**src/rtl/uart_pkg.sv**
```systemverilog
// Shared UART definitions used by the frame transmitter and the matching
// receiver.
// Contents: frame header byte, CRC-8 polynomial, frame FSM state encoding,
// and a one-byte CRC-8 update function (MSB first, no reflection).
package uart_pkg;

    localparam logic [7:0] HDR_BYTE = 8'hA5;
    localparam logic [7:0] CRC_POLY = 8'h07;

    typedef enum logic [2:0] {
        ST_IDLE    = 3'd0,
        ST_HDR     = 3'd1,
        ST_LEN     = 3'd2,
        ST_PAYLOAD = 3'd3,
        ST_CRC     = 3'd4,
        ST_DONE    = 3'd5
    } frame_state_t;

    function automatic logic [7:0] crc8_update(input logic [7:0] crc,
                                               input logic [7:0] data);
        logic [7:0] c;
        c = crc ^ data;
        for (int i = 0; i < 8; i++) begin
            c = c[7] ? ((c << 1) ^ CRC_POLY) : (c << 1);
        end
        return c;
    endfunction

endpackage

```
**src/rtl/uart_tx_byte.sv**
```systemverilog
// 8N1 byte serializer.
// Ports:
//   clk, reset : system clock, asynchronous active-high reset
//   load       : start sending data; honoured only while idle is high
//   data       : byte to send, sampled on an honoured load
//   tx         : serial line, idle high
//   idle       : engine can take a load this cycle
// idle is also high during the final cycle of a stop bit, so a load issued
// then starts the next start bit with no gap between bytes.
module uart_tx_byte
    import uart_pkg::*;
#(
    parameter int CLKS_PER_BIT = 234
) (
    input  logic       clk,
    input  logic       reset,
    input  logic       load,
    input  logic [7:0] data,
    output logic       tx,
    output logic       idle
);

    localparam logic [15:0] BAUD_RELOAD = 16'(CLKS_PER_BIT - 1);
    localparam logic [3:0]  STOP_BIT    = 4'd9;

    logic        active;
    logic [8:0]  shift;
    logic [15:0] baud_cnt;
    logic [3:0]  bit_cnt;
    logic        bit_end;
    logic        stop_end;

    assign bit_end  = (baud_cnt == 16'd0);
    assign stop_end = active && bit_end && (bit_cnt == STOP_BIT);
    assign idle     = !active || stop_end;

    // bit_cnt is the index of the bit currently on the line:
    // 0 = start, 1..8 = data LSB first, 9 = stop.
    always_ff @(posedge clk or posedge reset) begin
        if (reset) begin
            active   <= 1'b0;
            tx       <= 1'b1;
            shift    <= '0;
            baud_cnt <= '0;
            bit_cnt  <= '0;
        end else if (load && idle) begin
            active   <= 1'b1;
            tx       <= 1'b0;
            shift    <= {1'b1, data};
            baud_cnt <= BAUD_RELOAD;
            bit_cnt  <= '0;
        end else if (active) begin
            if (bit_end) begin
                if (bit_cnt == STOP_BIT) begin
                    active  <= 1'b0;
                    tx      <= 1'b1;
                    bit_cnt <= '0;
                end else begin
                    tx       <= shift[0];
                    shift    <= {1'b0, shift[8:1]};
                    bit_cnt  <= bit_cnt + 4'd1;
                    baud_cnt <= BAUD_RELOAD;
                end
            end else begin
                baud_cnt <= baud_cnt - 16'd1;
            end
        end
    end

endmodule

```
**src/rtl/uart_frame_tx.sv**
```systemverilog
// UART frame transmitter: sends A5, LEN, LEN payload bytes, CRC-8.
// Ports:
//   clk, reset  : system clock, asynchronous active-high reset
//   start       : one-cycle frame request, honoured only in IDLE
//   len         : payload length, clamped to MAX_LEN when captured
//   data_in     : payload byte, with data_valid / data_ready handshake
//   tx          : serial line, idle high
//   busy        : frame in progress (HDR through DONE)
//   done        : one-cycle pulse after the CRC stop bit
//
// state   | meaning
// IDLE    | waiting for start
// HDR     | header byte on the line
// LEN     | length byte on the line
// PAYLOAD | accepting and sending payload bytes
// CRC     | CRC byte on the line
// DONE    | one-cycle completion pulse
module uart_frame_tx
    import uart_pkg::*;
#(
    parameter int CLKS_PER_BIT = 234,
    parameter int MAX_LEN      = 16
) (
    input  logic       clk,
    input  logic       reset,
    input  logic       start,
    input  logic [4:0] len,
    input  logic [7:0] data_in,
    input  logic       data_valid,
    output logic       data_ready,
    output logic       tx,
    output logic       busy,
    output logic       done
);

    localparam logic [4:0] MAX_LEN_C = 5'(MAX_LEN);

    frame_state_t state, state_next;

    logic [4:0] len_q;
    logic [4:0] byte_cnt;
    logic [7:0] crc;
    logic [4:0] len_clamped;
    logic       eng_load;
    logic       eng_idle;
    logic [7:0] eng_data;
    logic       payload_left;
    logic       take_byte;

    assign len_clamped  = (len > MAX_LEN_C) ? MAX_LEN_C : len;
    assign payload_left = (byte_cnt != len_q);
    assign take_byte    = data_ready && data_valid;

    uart_tx_byte #(
        .CLKS_PER_BIT(CLKS_PER_BIT)
    ) u_tx_byte (
        .clk  (clk),
        .reset(reset),
        .load (eng_load),
        .data (eng_data),
        .tx   (tx),
        .idle (eng_idle)
    );

    always_ff @(posedge clk or posedge reset) begin
        if (reset) begin
            state <= ST_IDLE;
        end else begin
            state <= state_next;
        end
    end

    // eng_idle inside a send state marks the last cycle of that byte's stop bit.
    always_comb begin
        state_next = state;
        case (state)
            ST_IDLE:    if (start) state_next = ST_HDR;
            ST_HDR:     if (eng_idle) state_next = ST_LEN;
            ST_LEN:     if (eng_idle) state_next = (len_q == 5'd0) ? ST_CRC : ST_PAYLOAD;
            ST_PAYLOAD: if (eng_idle && !payload_left) state_next = ST_CRC;
            ST_CRC:     if (eng_idle) state_next = ST_DONE;
            ST_DONE:    state_next = ST_IDLE;
            default:    state_next = ST_IDLE;
        endcase
    end

    // The next byte is loaded on the same cycle the FSM leaves the current
    // send state, so bytes go out back to back.
    always_comb begin
        eng_load   = 1'b0;
        eng_data   = HDR_BYTE;
        data_ready = 1'b0;
        busy       = (state != ST_IDLE);
        done       = (state == ST_DONE);
        case (state)
            ST_IDLE: begin
                eng_load = start;
                eng_data = HDR_BYTE;
            end
            ST_HDR: begin
                eng_load = eng_idle;
                eng_data = {3'b000, len_q};
            end
            ST_LEN: begin
                eng_load = eng_idle && (len_q == 5'd0);
                eng_data = crc;
            end
            ST_PAYLOAD: begin
                data_ready = eng_idle && payload_left;
                if (data_ready && data_valid) begin
                    eng_load = 1'b1;
                    eng_data = data_in;
                end else if (eng_idle && !payload_left) begin
                    eng_load = 1'b1;
                    eng_data = crc;
                end
            end
            default: begin
                eng_load = 1'b0;
            end
        endcase
    end

    always_ff @(posedge clk or posedge reset) begin
        if (reset) begin
            len_q    <= '0;
            byte_cnt <= '0;
            crc      <= '0;
        end else begin
            case (state)
                ST_IDLE: begin
                    if (start) begin
                        len_q    <= len_clamped;
                        byte_cnt <= '0;
                        crc      <= '0;
                    end
                end
                ST_HDR: begin
                    // CRC covers the length byte, folded in as it is loaded.
                    if (eng_idle) crc <= crc8_update(8'h00, {3'b000, len_q});
                end
                ST_PAYLOAD: begin
                    if (take_byte) begin
                        crc      <= crc8_update(crc, data_in);
                        byte_cnt <= byte_cnt + 5'd1;
                    end else if (eng_idle && !payload_left) begin
                        byte_cnt <= '0;
                    end
                end
                default: begin
                end
            endcase
        end
    end

endmodule
```
**config.mk**
```make
export PLATFORM = sky130hd
export DESIGN_NAME = uart_frame_tx
export DESIGN_NICKNAME = d
export VERILOG_FILES = /design/src/rtl/uart_pkg.sv /design/src/rtl/uart_tx_byte.sv /design/src/rtl/uart_frame_tx.sv
export SDC_FILE = /design/constraint.sdc
export NUM_CORES = 1
export LEC_CHECK = 0
export ABC_CLOCK_PERIOD_IN_PS = 6300
export CAP_MARGIN = 5
export CORE_MARGIN = 10
export CORE_UTILIZATION = 64
export DETAILED_ROUTE_END_ITERATION = 10
export PLACE_DENSITY = 0.87
export SETUP_SLACK_MARGIN = 0.05
export SYNTH_ARGS = -nofsm -noshare
export SYNTH_HDL_FRONTEND = slang
export SYNTH_SLANG_ARGS = --single-unit
export TNS_END_PERCENT = 5
```
**constraint.sdc**
```tcl
create_clock -name clk -period 6.3 [get_ports clk]
set_input_delay 0.63 -clock clk [delete_from_list [all_inputs] [get_ports clk]]
set_output_delay 0.63 -clock clk [all_outputs]
set_load 0.02 [all_outputs]
```
==> flow_metrics.env, run 1 <==
export IMPL_port_buffers=20
export IMPL_totalPowerFinal_uw=729.0
export IMPL_place_congestion=0.9456
export IMPL_synthesized_area_divided_by_synthesized_cell_count_um2=8.912
export IMPL_hpwlAfterDp_mm=5.814
export IMPL_detail_route_antenna_nets=0
export IMPL_pre_cts_ws_ps=2548
export IMPL_criticalPathCategory="flip-flop to primary output"
export IMPL_synth_enable_flop_cells=0
export IMPL_ys_ff_latch=52
export IMPL_clk_root_buffer_cell="sky130_fd_sc_hd__clkbuf_8"
export IMPL_power_per_cell_area_nw_per_um2=200.0
export IMPL_synth_cell_types=60
export IMPL_grt_busiest_layer="met2"
export IMPL_floorplan_die_width_um=92.17
export IMPL_tritoncts="done"
export IMPL_cp_data_arrival_time_ps=3470
export IMPL_syn_nets=397
export IMPL_p_sw_share_pct=28.01
export IMPL_internal_power_uw=524.8
export IMPL_cts_buffers_inserted=5
export IMPL_starting_utilization_of_the_core_area_pct=65.68
export IMPL_route_detailed_drc=0
export IMPL_synth_flop_cell="sky130_fd_sc_hd__dfrtp_1"
export IMPL_dr_first_iter_drc_count=404
export IMPL_synth_async_sr_flop_share_pct=100.0
export IMPL_crit_end_category="primary output"
export IMPL_fmax_mhz=244.1
export IMPL_grt_pass1_wl_mm=13.43
export IMPL_fill_cells=409
export IMPL_final_antenna_diode_count=0
export IMPL_routed_via_density=6.510
export IMPL_ff2ff_setup_slack_ps=2720
export IMPL_grt_remaining_overflow=0
export IMPL_final_setup_worst_slack_ps=2203
export IMPL_met3_usage_pct=3.667
export IMPL_die_area_um2=8494
export IMPL_final_layout_size_suffix_gt1_share_pct=5.483
export IMPL_min_to="u_tx_byte.bit_cnt[3]"
export IMPL_cts_clk_slew_worst_paths_ps=110
export IMPL_final_setup_skew_ps=12.62
export IMPL_commonest_non_fill_non_tap_cell_in_the_layout="sky130_fd_sc_hd__dfrtp_1"
export IMPL_holdCritPathClass="flip-flop to flip-flop"
export IMPL_timing_hold_worst_start="u_tx_byte.bit_cnt[3]"
export IMPL_fin_hold_ws_ps=491.9
export IMPL_comb_power_share_pct=17.8
export IMPL_final_max_slew_violation_count=0
export IMPL_ctsLongestPathBuffers=2
export IMPL_wire_per_inst_um=17.91
export IMPL_post_synth_inst_count=374
export IMPL_cts_repair_resized=0
export IMPL_clock_group_share_of_total_power_pct=33.1
export IMPL_post_cts_setup_buffers=0
export IMPL_hold_viol=0
export IMPL_nets=405
export IMPL_timing_hold_worst_path_depth=1
export IMPL_num_io_pins=21
export IMPL_first_global_vias=2832
export IMPL_setup_total_neg_slack_ps=0
export IMPL_slew_headroom_pct=27.56
export IMPL_grt_max_degree=53
export IMPL_num_vias=2949
export IMPL_layout_common_cells="sky130_fd_sc_hd__dfrtp_1 (51), sky130_fd_sc_hd__xnor2_1 (38), sky130_fd_sc_hd__nor2_1 (32)"
export IMPL_cts_htree_levels=2
export IMPL_power_net_switching_uw=204.2
export IMPL_drv_cap=0
export IMPL_post_synth_instance_area_um2=3333
export IMPL_met2_usage_pct=30.71
export IMPL_antenna_found_initial=0
export IMPL_min_period_ps=4097
export IMPL_totalWireLength_mm=8.115
export IMPL_finalSetupViolations=0
export IMPL_worstPathRequired_ps=5670
export IMPL_tightest_slew_ps=1087
export IMPL_core_area_um2=5075
export IMPL_clock_insertion_delay_worst_skew_ps=310
export IMPL_first_pass_iters=5
export IMPL_static_leakage_power_nw=1.526
export IMPL_run_status="complete, no violations"
export IMPL_gr_usage_all_layers_pct=18.71
export IMPL_worst_r2r_startpoint="u_tx_byte.baud_cnt[0]"
export IMPL_path_max_fanout=9
export IMPL_global_route_usage_met1_pct=23.89
export IMPL_yosysWarningCount=0
export IMPL_clock_sink_count=52
export IMPL_area_growth_synth_to_final_pct=9.347
export IMPL_pwr_share_seq_pct=49.0
export IMPL_rsz0062_at_grt="no"
export IMPL_post_layout_utilization_of_the_core_pct=71.82
export IMPL_setup_worst_path_start_class="flip-flop"
export IMPL_total_number_of_placement_rows=26
export IMPL_reg2reg_to="crc[7]"
export IMPL_vdd_ir_drop_max_mv=0.1609
export IMPL_die_height_um=92.17
export IMPL_finalCritPeriodShare_pct=65.03
export IMPL_cts_hold_buffers=0
export IMPL_synth_seq_area_share_pct=39.08
export IMPL_timing_reg2reg_worst_path_depth=8
## worst max path at each step
| stage | from | endpoint | slack, ps | depth (start not counted) |
|---|---|---|---|---|
| after floorplan | u_tx_byte.baud_cnt[0] | data_ready | 3280 | 8 |
| after global placement | u_tx_byte.baud_cnt[0] | data_ready | 2620 | 7 |
| after detailed placement | u_tx_byte.baud_cnt[0] | data_ready | 2550 | 7 |
| after CTS | u_tx_byte.baud_cnt[0] | data_ready | 2210 | 7 |
| after global routing | u_tx_byte.baud_cnt[0] | data_ready | 2010 | 7 |
| final | u_tx_byte.baud_cnt[0] | data_ready | 2200 | 7 |
## critical path, cell delays in order (launching register included)
cell                              delay (ps)
sky130_fd_sc_hd__dfrtp_1                 390
sky130_fd_sc_hd__inv_1                    90
sky130_fd_sc_hd__ha_1                    220
sky130_fd_sc_hd__or4b_1                  610
sky130_fd_sc_hd__or4_1                   730
sky130_fd_sc_hd__o21a_1                  330
sky130_fd_sc_hd__nor2_1                  160
sky130_fd_sc_hd__clkdlybuf4s50_1         630
## cells in the mapped netlist (2+ instances only)
cell	number	area, µm²
sky130_fd_sc_hd__a2111oi_0	5	43.79
sky130_fd_sc_hd__a211oi_1	7	52.55
sky130_fd_sc_hd__a21o_1	4	30.03
sky130_fd_sc_hd__a21oi_1	22	110.1
sky130_fd_sc_hd__a21oi_2	2	17.52
sky130_fd_sc_hd__a221oi_1	2	17.52
sky130_fd_sc_hd__a22o_1	3	26.28
sky130_fd_sc_hd__a22oi_1	6	45.04
sky130_fd_sc_hd__a41o_1	2	20.02
sky130_fd_sc_hd__and2_1	4	25.02
sky130_fd_sc_hd__and3_1	3	18.77
sky130_fd_sc_hd__buf_2	4	20.02
sky130_fd_sc_hd__buf_4	2	15.01
sky130_fd_sc_hd__clkbuf_1	11	41.29
sky130_fd_sc_hd__dfrtp_1	51	1276
sky130_fd_sc_hd__ha_1	6	75.07
sky130_fd_sc_hd__inv_1	18	67.56
sky130_fd_sc_hd__nand2_1	28	105.1
sky130_fd_sc_hd__nand2b_1	4	25.02
sky130_fd_sc_hd__nand3_1	8	40.04
sky130_fd_sc_hd__nand3b_1	6	45.04
sky130_fd_sc_hd__nand4b_1	2	17.52
sky130_fd_sc_hd__nor2_1	32	120.1
sky130_fd_sc_hd__nor2b_1	8	50.05
sky130_fd_sc_hd__nor3_1	10	50.05
sky130_fd_sc_hd__o21ai_0	28	140.1
sky130_fd_sc_hd__o21ai_1	4	20.02
sky130_fd_sc_hd__o221a_2	2	22.52
sky130_fd_sc_hd__o2bb2ai_1	2	17.52
sky130_fd_sc_hd__o31ai_1	6	45.04
sky130_fd_sc_hd__o41ai_1	3	26.28
sky130_fd_sc_hd__or2_2	3	18.77
sky130_fd_sc_hd__or3_1	4	25.02
sky130_fd_sc_hd__or4_1	7	52.55
sky130_fd_sc_hd__xnor2_1	38	332.8
sky130_fd_sc_hd__xor2_1	3	26.28
## state kept, by name, indices dropped and copies added (netlist names)
name,flops
u_tx_byte.baud_cnt,16
u_tx_byte.shift,9
crc,8
byte_cnt,5
len_q,5
u_tx_byte.bit_cnt,4
state,3
u_tx_byte.active,1
u_tx_byte.tx,1
## power by group through the flow
stage          clock network, mW  logic (mW)  registers [mW]
6_report                   0.241       0.130           0.358
5_1_grt                    0.257       0.142           0.358
4_1_cts                    0.241       0.129           0.357
3_5_place_dp                   0       0.128           0.364
3_3_place_gp                   0       0.123           0.363
2_1_floorplan                  0      0.0966           0.357
## metrics by stage
step                std cells  area, µm²
floorplan                 374       3333
global placement          445       3530
detailed placement        445       3530
CTS                       453       3645
global route              453       3645
finish                    453       3645
## final cells by class
cell class	instances	area, µm²	area share, %
Clock inverter	3	46.29	1.270
Multi-Input combinational cell	285	1872	51.36
Tap cell	70	87.58	2.403
Timing Repair Buffer	20	200.2	5.493
Clock buffer	5	68.82	1.888
Inverter	18	67.56	1.854
Sequential cell	52	1303	35.74
## layer usage
layer,part of all wire (%),vias to the layer above
met3,7.5,27
met5,0,-
met2,47,147
met1,43,1412
met4,2.7,0
li1,-,1363
## kinds of logic (layout without fill, tap and decap cells)
group                      count (synthesis)  after routing  share of synthesized area, %
AOI/OAI and AO/OA                        113            113                         23.20
muxes                                      1              1                        0.3378
xor gates and xnor gates                  42             42                         11.45
buffers and inverters                     37             46                         4.767
adders and majority gates                  6              6                         2.252
DFF                                       52             52                         39.08
and+or+nand+nor                          123            123                         18.92
No activity file was read; power rests on OpenSTA's default activity.
==> run 2: changes to the inputs <==
Settings changed: ABC_CLOCK_PERIOD_IN_PS 6300 to 3600, CORE_UTILIZATION 64 to 54, PLACE_DENSITY 0.87 to 0.79.
Clock period 6.3 ns to 3.6 ns, I/O delays scaled along.
==> flow_metrics.env, run 2 (synthesis results as in run 1) <==
export IMPL_run_status="complete, no violations"
export IMPL_static_leakage_power_nw=1.564
export IMPL_finalSetupViolations=0
export IMPL_crit_end_category="flip-flop"
export IMPL_min_period_ps=3168
export IMPL_gr_usage_all_layers_pct=16.39
export IMPL_wire_per_inst_um=17.20
export IMPL_tightest_slew_ps=1099
export IMPL_comb_power_share_pct=18.6
export IMPL_place_congestion=0.8824
export IMPL_setup_total_neg_slack_ps=0
export IMPL_starting_utilization_of_the_core_area_pct=55.97
export IMPL_area_growth_synth_to_final_pct=10.81
export IMPL_cts_buffers_inserted=5
export IMPL_final_layout_size_suffix_gt1_share_pct=7.417
export IMPL_final_max_slew_violation_count=0
export IMPL_worstPathRequired_ps=3850
export IMPL_final_setup_skew_ps=7.757
export IMPL_power_net_switching_uw=358.3
export IMPL_core_area_um2=5956
export IMPL_detail_route_antenna_nets=0
export IMPL_cts_htree_levels=2
export IMPL_p_sw_share_pct=29.68
export IMPL_reg_largest_list="u_tx_byte.baud_cnt: 16 flops, u_tx_byte.shift: 9 flops, crc: 8 flops"
export IMPL_setup_worst_path_start="u_tx_byte.baud_cnt[0]"
export IMPL_criticalPathCategory="flip-flop to flip-flop"
export IMPL_setup_worst_path_start_class="flip-flop"
export IMPL_first_global_vias=2878
export IMPL_grt_pass1_wl_mm=13.78
export IMPL_fill_cells=512
export IMPL_timing_hold_worst_start="u_tx_byte.bit_cnt[3]"
export IMPL_cts_clk_slew_worst_paths_ps=110
export IMPL_route_detailed_drc=0
export IMPL_clk_root_buffer_cell="sky130_fd_sc_hd__clkbuf_8"
export IMPL_clock_insertion_delay_worst_skew_ps=310
export IMPL_ff_latch_area_um2=1303
export IMPL_routed_via_density=6.240
export IMPL_pwr_share_seq_pct=51.9
export IMPL_ctsLongestPathBuffers=2
export IMPL_port_buffers=20
export IMPL_rsz0062_at_grt="no"
export IMPL_largest_register="u_tx_byte.baud_cnt"
export IMPL_post_layout_utilization_of_the_core_pct=62.02
export IMPL_clock_sink_count=52
export IMPL_grt_remaining_overflow=0
export IMPL_crit_slowest_cell="sky130_fd_sc_hd__or4_1"
export IMPL_clock_group_share_of_total_power_pct=29.5
export IMPL_num_io_pins=21
export IMPL_hold_viol=0
export IMPL_cp_data_arrival_time_ps=3420
export IMPL_internal_power_uw=848.8
export IMPL_layout_common_cells="sky130_fd_sc_hd__dfrtp_1 (51), sky130_fd_sc_hd__xnor2_1 (38), sky130_fd_sc_hd__nor2_1 (32)"
export IMPL_worst_r2r_startpoint="u_tx_byte.baud_cnt[0]"
export IMPL_dr_first_iter_drc_count=350
export IMPL_first_pass_iters=5
export IMPL_largest_register_ffs=16
export IMPL_multi_input_area_um2=1872
export IMPL_slew_headroom_pct=26.62
export IMPL_cpPeakStageDelay_ps=550
export IMPL_nets=413
export IMPL_finalCritPeriodShare_pct=87.99
export IMPL_fmax_mhz=315.7
export IMPL_power_per_cell_area_nw_per_um2=326.8
export IMPL_final_antenna_diode_count=0
export IMPL_total_number_of_placement_rows=28
export IMPL_hpwlAfterDp_mm=5.759
export IMPL_path_common_cell="sky130_fd_sc_hd__or4_1"
export IMPL_die_height_um=98.57
export IMPL_tritoncts="done"
export IMPL_floorplan_die_width_um=98.57
export IMPL_antenna_found_initial=0
export IMPL_holdCritPathClass="flip-flop to flip-flop"
export IMPL_crit_path_cell_trace="inv_1 -> ha_1 -> or4b_1 -> or4_1 -> buf_4 -> o21ai_4 -> a21oi_2 -> or4_1 -> nand2_1"
export IMPL_totalWireLength_mm=8.014
export IMPL_grt_max_degree=53
export IMPL_vdd_ir_drop_max_mv=0.1723
export IMPL_drv_cap=0
export IMPL_fin_hold_ws_ps=489.9
export IMPL_commonest_non_fill_non_tap_cell_in_the_layout="sky130_fd_sc_hd__dfrtp_1"
export IMPL_num_vias=2908
export IMPL_die_area_um2=9715
export IMPL_path_max_fanout=16
-- run 2: changes by cell type in the layout (fill, tap and decap cells not counted), sizes merged --
cell and delta:
clkinv -1, dlymetal6s2s +1, buf +8, bufinv -1
clkinvlp +2, clkdlybuf4s50 -1
-- run 2: layout make-up --
| cell class | instances | area share, % |
|---|---|---|
| Sequential cell | 52 | 35.26 |
| Timing Repair Buffer | 28 | 7.114 |
| Clock buffer | 5 | 1.863 |
| Tap cell | 75 | 2.541 |
| Multi-Input combinational cell | 285 | 50.68 |
| Clock inverter | 3 | 0.7114 |
| Inverter | 18 | 1.829 |
-- run 2: power groups by stage --
stage / combinational [mW] / clock, mW / sequential, mW
3_5_place_dp: 0.220 / 0 / 0.636
6_report: 0.225 / 0.356 / 0.626
4_1_cts: 0.222 / 0.361 / 0.625
2_1_floorplan: 0.169 / 0 / 0.625
3_3_place_gp: 0.216 / 0 / 0.636
5_1_grt: 0.248 / 0.380 / 0.629
-- run 2: what timing repair did --
| item | CTS | global route |
|---|---|---|
| setup endpoints to repair | 0 | 1 |
| buffers inserted | 0 | 0 |
| gates resized for setup | 0 | 1 |
| hold buffers | 0 | 0 |
| endpoints found under the hold margin | 0 | 0 |
-- run 2: worst paths after layout --
check / end / slack (ps) / cells after the start
worst max-delay path: crc[7] / 430 / 9
max in group asynchronous: u_tx_byte.baud_cnt[9] / 2290 / 2
min in group asynchronous: crc[6] / 630 / 2
worst min register to register: u_tx_byte.bit_cnt[3] / 490 / 1
worst min-delay path: u_tx_byte.bit_cnt[3] / 490 / 1
worst max register to register: crc[7] / 430 / 9
-- run 2: per-layer routing --
layer  track usage [%]  part of all wire, %  wire (µm)  up-vias
li1                  -                    -          -     1381
met1             22.32                   44       3561     1387
met2             26.32                   47       3806      119
met3             2.863                  6.4        512       21
met4             3.969                  1.7        133        0
met5                 0                    0          0        -
-- run 2: critical path, delay by kind of cell (launching register included) --
| kind | cells | cell delay [ps] |
|---|---|---|
| compound gates | 2 | 670 |
| flops | 1 | 390 |
| simple gates | 4 | 1550 |
| buf+inv | 2 | 270 |
| fa+ha+maj | 1 | 220 |
-- run 2: stage by stage --
step                      instances  instance area [µm²]  setup WS, ps  power (mW)
after floorplan                 374                 3333         847.0      0.7945
after global placement          458                 3596         533.1      0.8516
after detailed placement        458                 3596         475.4      0.8565
after CTS                       466                 3691         144.9       1.209
after global routing            466                 3694         230.7       1.257
final                           466                 3694         432.4       1.207
==> run 3: changes to the inputs <==
Settings changed: CAP_MARGIN 5 to unset, TNS_END_PERCENT 5 to 30.
==> results of run 3 <==
No change in the layout: final DEF, timing and power equal those of run 2.
